==> src/rtl/mem_port_arbiter_pkg.sv <==
// Shared types and default widths for the unified memory port arbiter.
// Holds the access FSM state enum and the requester ID encoding.
package mem_arb_pkg;

    typedef enum logic [1:0] {
        IDLE,
        WAIT,
        RESP
    } arb_state_e;

    localparam logic REQ_IF = 1'b0;
    localparam logic REQ_D  = 1'b1;

    localparam int ADDR_W_DEF     = 6;
    localparam int DATA_W_DEF     = 64;
    localparam int INSTR_W_DEF    = 32;
    localparam int MEM_LAT_DEF    = 1;
    localparam int STARVE_MAX_DEF = 4;

endpackage

==> src/rtl/mem_port_arbiter_if.sv <==
// Bus bundle for the arbiter: fetch port, data port and memory port.
// slave = arbiter side, master = requesters plus memory side.
interface mem_port_arbiter_if
    import mem_arb_pkg::*;
#(
    parameter int ADDR_W  = ADDR_W_DEF,
    parameter int DATA_W  = DATA_W_DEF,
    parameter int INSTR_W = INSTR_W_DEF
) ();

    logic               if_req;
    logic [ADDR_W-1:0]  if_addr;
    logic               if_gnt;
    logic               if_rvalid;
    logic [INSTR_W-1:0] if_rdata;

    logic               d_req;
    logic               d_we;
    logic [ADDR_W-1:0]  d_addr;
    logic [DATA_W-1:0]  d_wdata;
    logic               d_gnt;
    logic               d_rvalid;
    logic [DATA_W-1:0]  d_rdata;

    logic               mem_en;
    logic               mem_we;
    logic [ADDR_W-1:0]  mem_addr;
    logic [DATA_W-1:0]  mem_wdata;
    logic [DATA_W-1:0]  mem_rdata;

    modport slave (
        input  if_req, if_addr,
        output if_gnt, if_rvalid, if_rdata,
        input  d_req, d_we, d_addr, d_wdata,
        output d_gnt, d_rvalid, d_rdata,
        output mem_en, mem_we, mem_addr, mem_wdata,
        input  mem_rdata
    );

    modport master (
        output if_req, if_addr,
        input  if_gnt, if_rvalid, if_rdata,
        output d_req, d_we, d_addr, d_wdata,
        input  d_gnt, d_rvalid, d_rdata,
        input  mem_en, mem_we, mem_addr, mem_wdata,
        output mem_rdata
    );

endinterface

==> src/rtl/mem_port_arbiter_prio.sv <==
// Winner select between fetch and data, data-first with a starvation guard.
// Ports: clk, rst, if_req, d_req, arb_en in; winner, gnt_valid out.
module mem_arb_prio
    import mem_arb_pkg::*;
#(
    parameter int STARVE_MAX = STARVE_MAX_DEF
) (
    input  logic clk,
    input  logic rst,
    input  logic if_req,
    input  logic d_req,
    input  logic arb_en,
    output logic winner,
    output logic gnt_valid
);

    localparam int SW = $clog2(STARVE_MAX + 1);

    logic [SW-1:0] starve_q;
    logic          starved;

    assign starved   = (starve_q == SW'(STARVE_MAX));
    assign gnt_valid = arb_en && (if_req || d_req);
    // Data wins ties unless the pending fetch has been passed over too often.
    assign winner    = (d_req && !(if_req && starved)) ? REQ_D : REQ_IF;

    always_ff @(posedge clk) begin
        if (rst) begin
            starve_q <= '0;
        end else if (!if_req) begin
            starve_q <= '0;
        end else if (gnt_valid) begin
            if (winner == REQ_IF) begin
                starve_q <= '0;
            end else if (!starved) begin
                starve_q <= starve_q + 1'b1;
            end
        end
    end

endmodule

==> src/rtl/mem_port_arbiter.sv <==
// Shares one single-ported memory between instruction fetch and data ports.
// Ports: clk, rst (sync, active-high), bus (slave modport of the bundle).
module mem_port_arbiter
    import mem_arb_pkg::*;
#(
    parameter int ADDR_W     = ADDR_W_DEF,
    parameter int DATA_W     = DATA_W_DEF,
    parameter int INSTR_W    = INSTR_W_DEF,
    parameter int MEM_LAT    = MEM_LAT_DEF,
    parameter int STARVE_MAX = STARVE_MAX_DEF
) (
    input logic               clk,
    input logic               rst,
    mem_port_arbiter_if.slave bus
);

    localparam int CNT_W = $clog2(MEM_LAT + 1);

    arb_state_e         state_q;
    arb_state_e         state_d;
    logic [CNT_W-1:0]   cnt_q;
    logic [CNT_W-1:0]   cnt_d;
    logic               win_q;
    logic               we_q;
    logic               half_q;
    logic [INSTR_W-1:0] if_rdata_q;
    logic [DATA_W-1:0]  d_rdata_q;

    logic arb_en;
    logic gnt_valid;
    logic win;
    logic capture;

    // Arbitration happens in IDLE and RESP; reset blocks any grant.
    assign arb_en = !rst && (state_q != WAIT);

    mem_arb_prio #(
        .STARVE_MAX (STARVE_MAX)
    ) u_prio (
        .clk       (clk),
        .rst       (rst),
        .if_req    (bus.if_req),
        .d_req     (bus.d_req),
        .arb_en    (arb_en),
        .winner    (win),
        .gnt_valid (gnt_valid)
    );

    always_comb begin
        state_d       = state_q;
        cnt_d         = cnt_q;
        capture       = 1'b0;
        bus.if_gnt    = 1'b0;
        bus.d_gnt     = 1'b0;
        bus.if_rvalid = 1'b0;
        bus.d_rvalid  = 1'b0;
        bus.mem_en    = 1'b0;
        bus.mem_we    = 1'b0;
        bus.mem_addr  = '0;
        bus.mem_wdata = '0;

        unique case (state_q)
            IDLE, RESP: begin
                if (gnt_valid) begin
                    state_d = WAIT;
                    cnt_d   = CNT_W'(MEM_LAT);
                end else begin
                    state_d = IDLE;
                end
            end
            WAIT: begin
                cnt_d = cnt_q - 1'b1;
                // Last wait cycle: mem_rdata is valid now.
                if (cnt_q == CNT_W'(1)) begin
                    capture = 1'b1;
                    state_d = RESP;
                end
            end
            default: state_d = IDLE;
        endcase

        if (gnt_valid) begin
            bus.mem_en = 1'b1;
            if (win == REQ_D) begin
                bus.d_gnt     = 1'b1;
                bus.mem_we    = bus.d_we;
                bus.mem_addr  = bus.d_addr;
                bus.mem_wdata = bus.d_wdata;
            end else begin
                bus.if_gnt   = 1'b1;
                // Fetch address counts 32-bit halves; memory counts words.
                bus.mem_addr = {1'b0, bus.if_addr[ADDR_W-1:1]};
            end
        end

        if (!rst && state_q == RESP) begin
            bus.if_rvalid = (win_q == REQ_IF);
            bus.d_rvalid  = (win_q == REQ_D);
        end
    end

    always_ff @(posedge clk) begin
        if (rst) begin
            state_q    <= IDLE;
            cnt_q      <= '0;
            win_q      <= REQ_IF;
            we_q       <= 1'b0;
            half_q     <= 1'b0;
            if_rdata_q <= '0;
            d_rdata_q  <= '0;
        end else begin
            state_q <= state_d;
            cnt_q   <= cnt_d;
            if (gnt_valid) begin
                win_q  <= win;
                we_q   <= (win == REQ_D) && bus.d_we;
                half_q <= bus.if_addr[0];
            end
            if (capture && !we_q) begin
                if (win_q == REQ_IF) begin
                    if_rdata_q <= half_q ? bus.mem_rdata[DATA_W-1:INSTR_W]
                                         : bus.mem_rdata[INSTR_W-1:0];
                end else begin
                    d_rdata_q <= bus.mem_rdata;
                end
            end
        end
    end

    assign bus.if_rdata = if_rdata_q;
    assign bus.d_rdata  = d_rdata_q;

endmodule

==> src/flat_wrapper.sv <==
// flat-port wrapper written by rule: the top's interface ports become plain ports
module mem_port_arbiter_flat import mem_arb_pkg::*;
#(
    parameter int ADDR_W     = ADDR_W_DEF,
    parameter int DATA_W     = DATA_W_DEF,
    parameter int INSTR_W    = INSTR_W_DEF,
    parameter int MEM_LAT    = MEM_LAT_DEF,
    parameter int STARVE_MAX = STARVE_MAX_DEF
)
  (clk, rst, bus_if_req, bus_if_addr, bus_if_gnt, bus_if_rvalid, bus_if_rdata, bus_d_req, bus_d_we, bus_d_addr, bus_d_wdata, bus_d_gnt, bus_d_rvalid, bus_d_rdata, bus_mem_en, bus_mem_we, bus_mem_addr, bus_mem_wdata, bus_mem_rdata);
  mem_port_arbiter_if #(.ADDR_W(ADDR_W), .DATA_W(DATA_W), .INSTR_W(INSTR_W)) bus_i ();
  input logic clk;
  input logic rst;
  input wire logic [$bits(bus_i.if_req)-1:0] bus_if_req;
  input wire logic [$bits(bus_i.if_addr)-1:0] bus_if_addr;
  output wire logic [$bits(bus_i.if_gnt)-1:0] bus_if_gnt;
  output wire logic [$bits(bus_i.if_rvalid)-1:0] bus_if_rvalid;
  output wire logic [$bits(bus_i.if_rdata)-1:0] bus_if_rdata;
  input wire logic [$bits(bus_i.d_req)-1:0] bus_d_req;
  input wire logic [$bits(bus_i.d_we)-1:0] bus_d_we;
  input wire logic [$bits(bus_i.d_addr)-1:0] bus_d_addr;
  input wire logic [$bits(bus_i.d_wdata)-1:0] bus_d_wdata;
  output wire logic [$bits(bus_i.d_gnt)-1:0] bus_d_gnt;
  output wire logic [$bits(bus_i.d_rvalid)-1:0] bus_d_rvalid;
  output wire logic [$bits(bus_i.d_rdata)-1:0] bus_d_rdata;
  output wire logic [$bits(bus_i.mem_en)-1:0] bus_mem_en;
  output wire logic [$bits(bus_i.mem_we)-1:0] bus_mem_we;
  output wire logic [$bits(bus_i.mem_addr)-1:0] bus_mem_addr;
  output wire logic [$bits(bus_i.mem_wdata)-1:0] bus_mem_wdata;
  input wire logic [$bits(bus_i.mem_rdata)-1:0] bus_mem_rdata;
  assign bus_i.if_req = bus_if_req;
  assign bus_i.if_addr = bus_if_addr;
  assign bus_if_gnt = bus_i.if_gnt;
  assign bus_if_rvalid = bus_i.if_rvalid;
  assign bus_if_rdata = bus_i.if_rdata;
  assign bus_i.d_req = bus_d_req;
  assign bus_i.d_we = bus_d_we;
  assign bus_i.d_addr = bus_d_addr;
  assign bus_i.d_wdata = bus_d_wdata;
  assign bus_d_gnt = bus_i.d_gnt;
  assign bus_d_rvalid = bus_i.d_rvalid;
  assign bus_d_rdata = bus_i.d_rdata;
  assign bus_mem_en = bus_i.mem_en;
  assign bus_mem_we = bus_i.mem_we;
  assign bus_mem_addr = bus_i.mem_addr;
  assign bus_mem_wdata = bus_i.mem_wdata;
  assign bus_i.mem_rdata = bus_mem_rdata;
  mem_port_arbiter #(.ADDR_W(ADDR_W), .DATA_W(DATA_W), .INSTR_W(INSTR_W), .MEM_LAT(MEM_LAT), .STARVE_MAX(STARVE_MAX)) u_core (.clk(clk), .rst(rst), .bus(bus_i));
endmodule
==> config.mk <==
export PLATFORM = sky130hd
export DESIGN_NAME = mem_port_arbiter_flat
export DESIGN_NICKNAME = d
export VERILOG_FILES = /design/src/rtl/mem_port_arbiter_pkg.sv /design/src/rtl/mem_port_arbiter_if.sv /design/src/rtl/mem_port_arbiter_prio.sv /design/src/rtl/mem_port_arbiter.sv /design/src/flat_wrapper.sv
export SDC_FILE = /design/constraint.sdc
export NUM_CORES = 1
export LEC_CHECK = 0
export CAP_MARGIN = 20
export CORE_ASPECT_RATIO = 0.7
export CORE_MARGIN = 4
export CORE_UTILIZATION = 37
export DETAILED_ROUTE_END_ITERATION = 6
export GPL_ROUTABILITY_DRIVEN = 0
export PLACE_DENSITY = 0.83
export SETUP_SLACK_MARGIN = 0.1
export SLEW_MARGIN = 5
export SYNTH_ARGS = -nofsm -noshare
export SYNTH_HDL_FRONTEND = slang
export SYNTH_HIERARCHICAL = 1
export SYNTH_SLANG_ARGS = --single-unit
==> constraint.sdc <==
create_clock -name clk -period 2.5 [get_ports clk]
set_clock_uncertainty 0.05 [all_clocks]
set_input_delay 0.25 -clock clk [delete_from_list [all_inputs] [get_ports clk]]
set_output_delay 0.25 -clock clk [all_outputs]
set_load 0.01 [all_outputs]
==> impl_metrics.py <==
metrics = {
    "clocking": {
        "cts_root_buffer": "clkbuf_16",
        "holdBufCountCts": 0,
        "path_clk_slew_ns": 0.07,
        "cts_max_level": 3,
        "clock-sinks": 105,
        "clockBufferDepth": 2,
        "clk_latency_ns": 0.33,
        "numCtsBuffers": 9,
        "tritoncts": "built",
    },
    "global_route": {
        "antenna_found_initial": 0,
        "grt_pass1_vias": 5432,
        "grt_pass1_wl_mm": 31.4,
        "grt_max_degree": 129,
        "grt_overflow_total": 0,
        "grt_usage_pct": 25.3,
    },
    "worst_setup_path": {
        "required_ns": 2.20,
        "r2r_cells": 4,
        "critical_path_class": "reg -> out",
        "cp_max_fo": 25,
        "arrival_ns": 2.06,
        "crit_path_start_kind": "flop",
        "cp-end-kind": "primary output",
    },
    "synthesis": {
        "synth.distinct_cells": 31,
        "syn-instance-count": 589,
        "synth_flop_cell": "dfxtp_1",
        "synth-edff-count": 0,
        "ys_warn_count": 6,
        "syn_avg_cell_area_um2": 8.46,
        "async_flop_share_pct": 0,
        "syn_nets": 736,
        "ys_ff_latch": 105,
        "synth_seq_area_share_pct": 42.2,
        "synth_area_um2": 4980,
    },
    "finish": {
        "final_common_cell": "clkdlybuf4s50_1",
        "layout.nets": 1016,
        "final_cell_mix": "clkdlybuf4s50_1 (242), dfxtp_1 (101), a21oi_1 (91)",
        "layoutNonFillerInstCount": 1059,
        "diodes": 0,
        "layout-drive-gt1-share_pct": 11.0,
        "syn_to_final_growth_pct": 72.0,
    },
    "sta": {
        "period_share_pct": 94.2,
        "rsz0062_at_grt": "no",
        "worst_pin_slew_ns": 0.927,
        "final_max_slew_viol_count": 0,
        "holdWs_ns": 0.0480,
        "setup_slack_ns": 0.144,
        "post-route-min-period_ns": 2.36,
        "hold_violations": 0,
        "slew_headroom_pct": 38.0,
        "setup_viol": 0,
        "fmax_ghz": 0.424,
    },
    "outcome": {
        "status": "complete, no violations",
    },
    "routing": {
        "drcViolationCount": 0,
        "routed_wl_mm": 20.7,
        "antenna_left": 0,
        "vias_per_cell": 5.38,
        "drt_pass1_iterations": 4,
        "vias": 5693,
        "wire_per_inst_um": 19.6,
        "drtIter0Drc": 395,
    },
    "power": {
        "ir_drop_uv": 338,
        "powerDensity_nw_per_um2": 461,
        "total_power_mw": 3.96,
        "power.leakage_nw": 3.34,
    },
    "worst_hold_path": {
        "hold_depth": 2,
        "hold_path_class": "in -> reg",
    },
    "place": {
        "place_ws_ns": 0.138,
        "numPortBuffers": 316,
        "hpwlAfterDp_mm": 14.2,
        "dp_cells": 1032,
    },
    "floorplan": {
        "die_w_um": 147,
        "pin_count": 317,
        "fp.coreArea_um2": 13200,
        "die_area_um2": 15400,
        "rows": 35,
        "start_util_pct": 37.8,
        "die_y_um": 105,
    },
    "flow_run": {
        "maxCapViolCount": 0,
    },
}
[stage by stage]
stage               instance area (µm²)  setup TNS [ns]  utilization [%]
floorplan                          4980               0                -
global placement                   8260               0             62.7
detailed placement                 8260               0             62.7
CTS                                8610         -0.0913             65.3
global route                       8570               0             65.0
finish                             8570               0             65.0
[cells by family (layout without fill, tap and decap cells)]
logic type / after synthesis / in the layout / synth area share [%]
multiplexers: 39 / 39 / 7.83
AND/OR/NAND/NOR: 162 / 162 / 18.4
adder cells (fa/ha/maj): 2 / 2 / 0.502
AO/OA/AOI/OAI: 202 / 202 / 23.7
flip-flops: 105 / 105 / 42.2
buffers and inverters: 79 / 364 / 7.40
[path summary, 6_finish.rpt]
| check | from | end | slack, ns |
|---|---|---|---|
| hold / removal | rst | u_core/cnt_q | 0.05 |
| setup / recovery | u_core/u_prio/starve_q[0] | bus_mem_wdata[5] | 0.14 |
| setup reg to reg | u_core/state_q[1] | u_core/bus.d_rdata[19] | 0.36 |
| hold reg to reg | u_core/bus.d_rdata[20] | u_core/bus.d_rdata[20] | 0.43 |
[flip-flops by register name, summed over array words and instances (netlist names)]
register,count
u_core/u_prio/starve_q,3
u_core/we_q,1
u_core/bus.if_rdata,32
u_core/state_q,2
u_core/cnt_q,1
u_core/win_q,1
u_core/half_q,1
u_core/bus.d_rdata,64
[cell type report]
| cell class | instances | area (µm²) |
|---|---|---|
| clock inverters | 4 | 28.8 |
| flip-flops and latches | 105 | 2110 |
| multi-input cells | 405 | 2570 |
| repair buffers | 343 | 3370 |
| well taps | 185 | 231 |
| clock buffers | 12 | 246 |
| fillers | 1159 | 4610 |
| inverters | 5 | 25.0 |
[critical path, cell delays in order, from the launching register on]
cell and delay (ns):
dfxtp_2 0.33, inv_1 0.07, ha_2 0.19, nand2_2 0.09
o21a_4 0.25, buf_12 0.13, buf_12 0.15, and3_1 0.21
dlygate4sd2_1 0.29
[report_power, final]
| group | switching, mW | internal, mW |
|---|---|---|
| logic | 0.411 | 0.480 |
| registers | 0.0339 | 1.71 |
| clock network | 0.616 | 0.705 |
[layer usage]
layer,wire (µm),track usage (%)
met5,0,0
met4,300,5.03
met3,1860,8.15
met2,9660,38.9
met1,8890,34.9
[repair_timing]
item	in CTS	in global routing
gates cloned	3	0
pin swaps	1	3
endpoints found under the setup margin	73	31
gates resized for setup	89	56
setup buffers	3	5
[Yosys cell counts (2+ instances only)]
master / n / area [µm²]
dfxtp_1: 105 / 2100
a21oi_1: 91 / 455
and3_1: 66 / 413
nand3_1: 64 / 320
o21ai_0: 64 / 320
clkbuf_1: 46 / 173
mux2i_1: 39 / 390
a311oi_1: 32 / 280
buf_2: 18 / 90.1
nor2_1: 14 / 52.6
a21oi_2: 10 / 87.6
nand2b_1: 6 / 37.5
inv_1: 4 / 15.0
buf_1: 3 / 11.3
buf_4: 3 / 22.5
buf_6: 3 / 33.8
a31oi_1: 2 / 12.5
ha_1: 2 / 25.0
nand2_1: 2 / 7.51
nand4_1: 2 / 12.5
nor4b_1: 2 / 17.5
o21a_1: 2 / 15.0
Power figures use the tool's default switching activity.
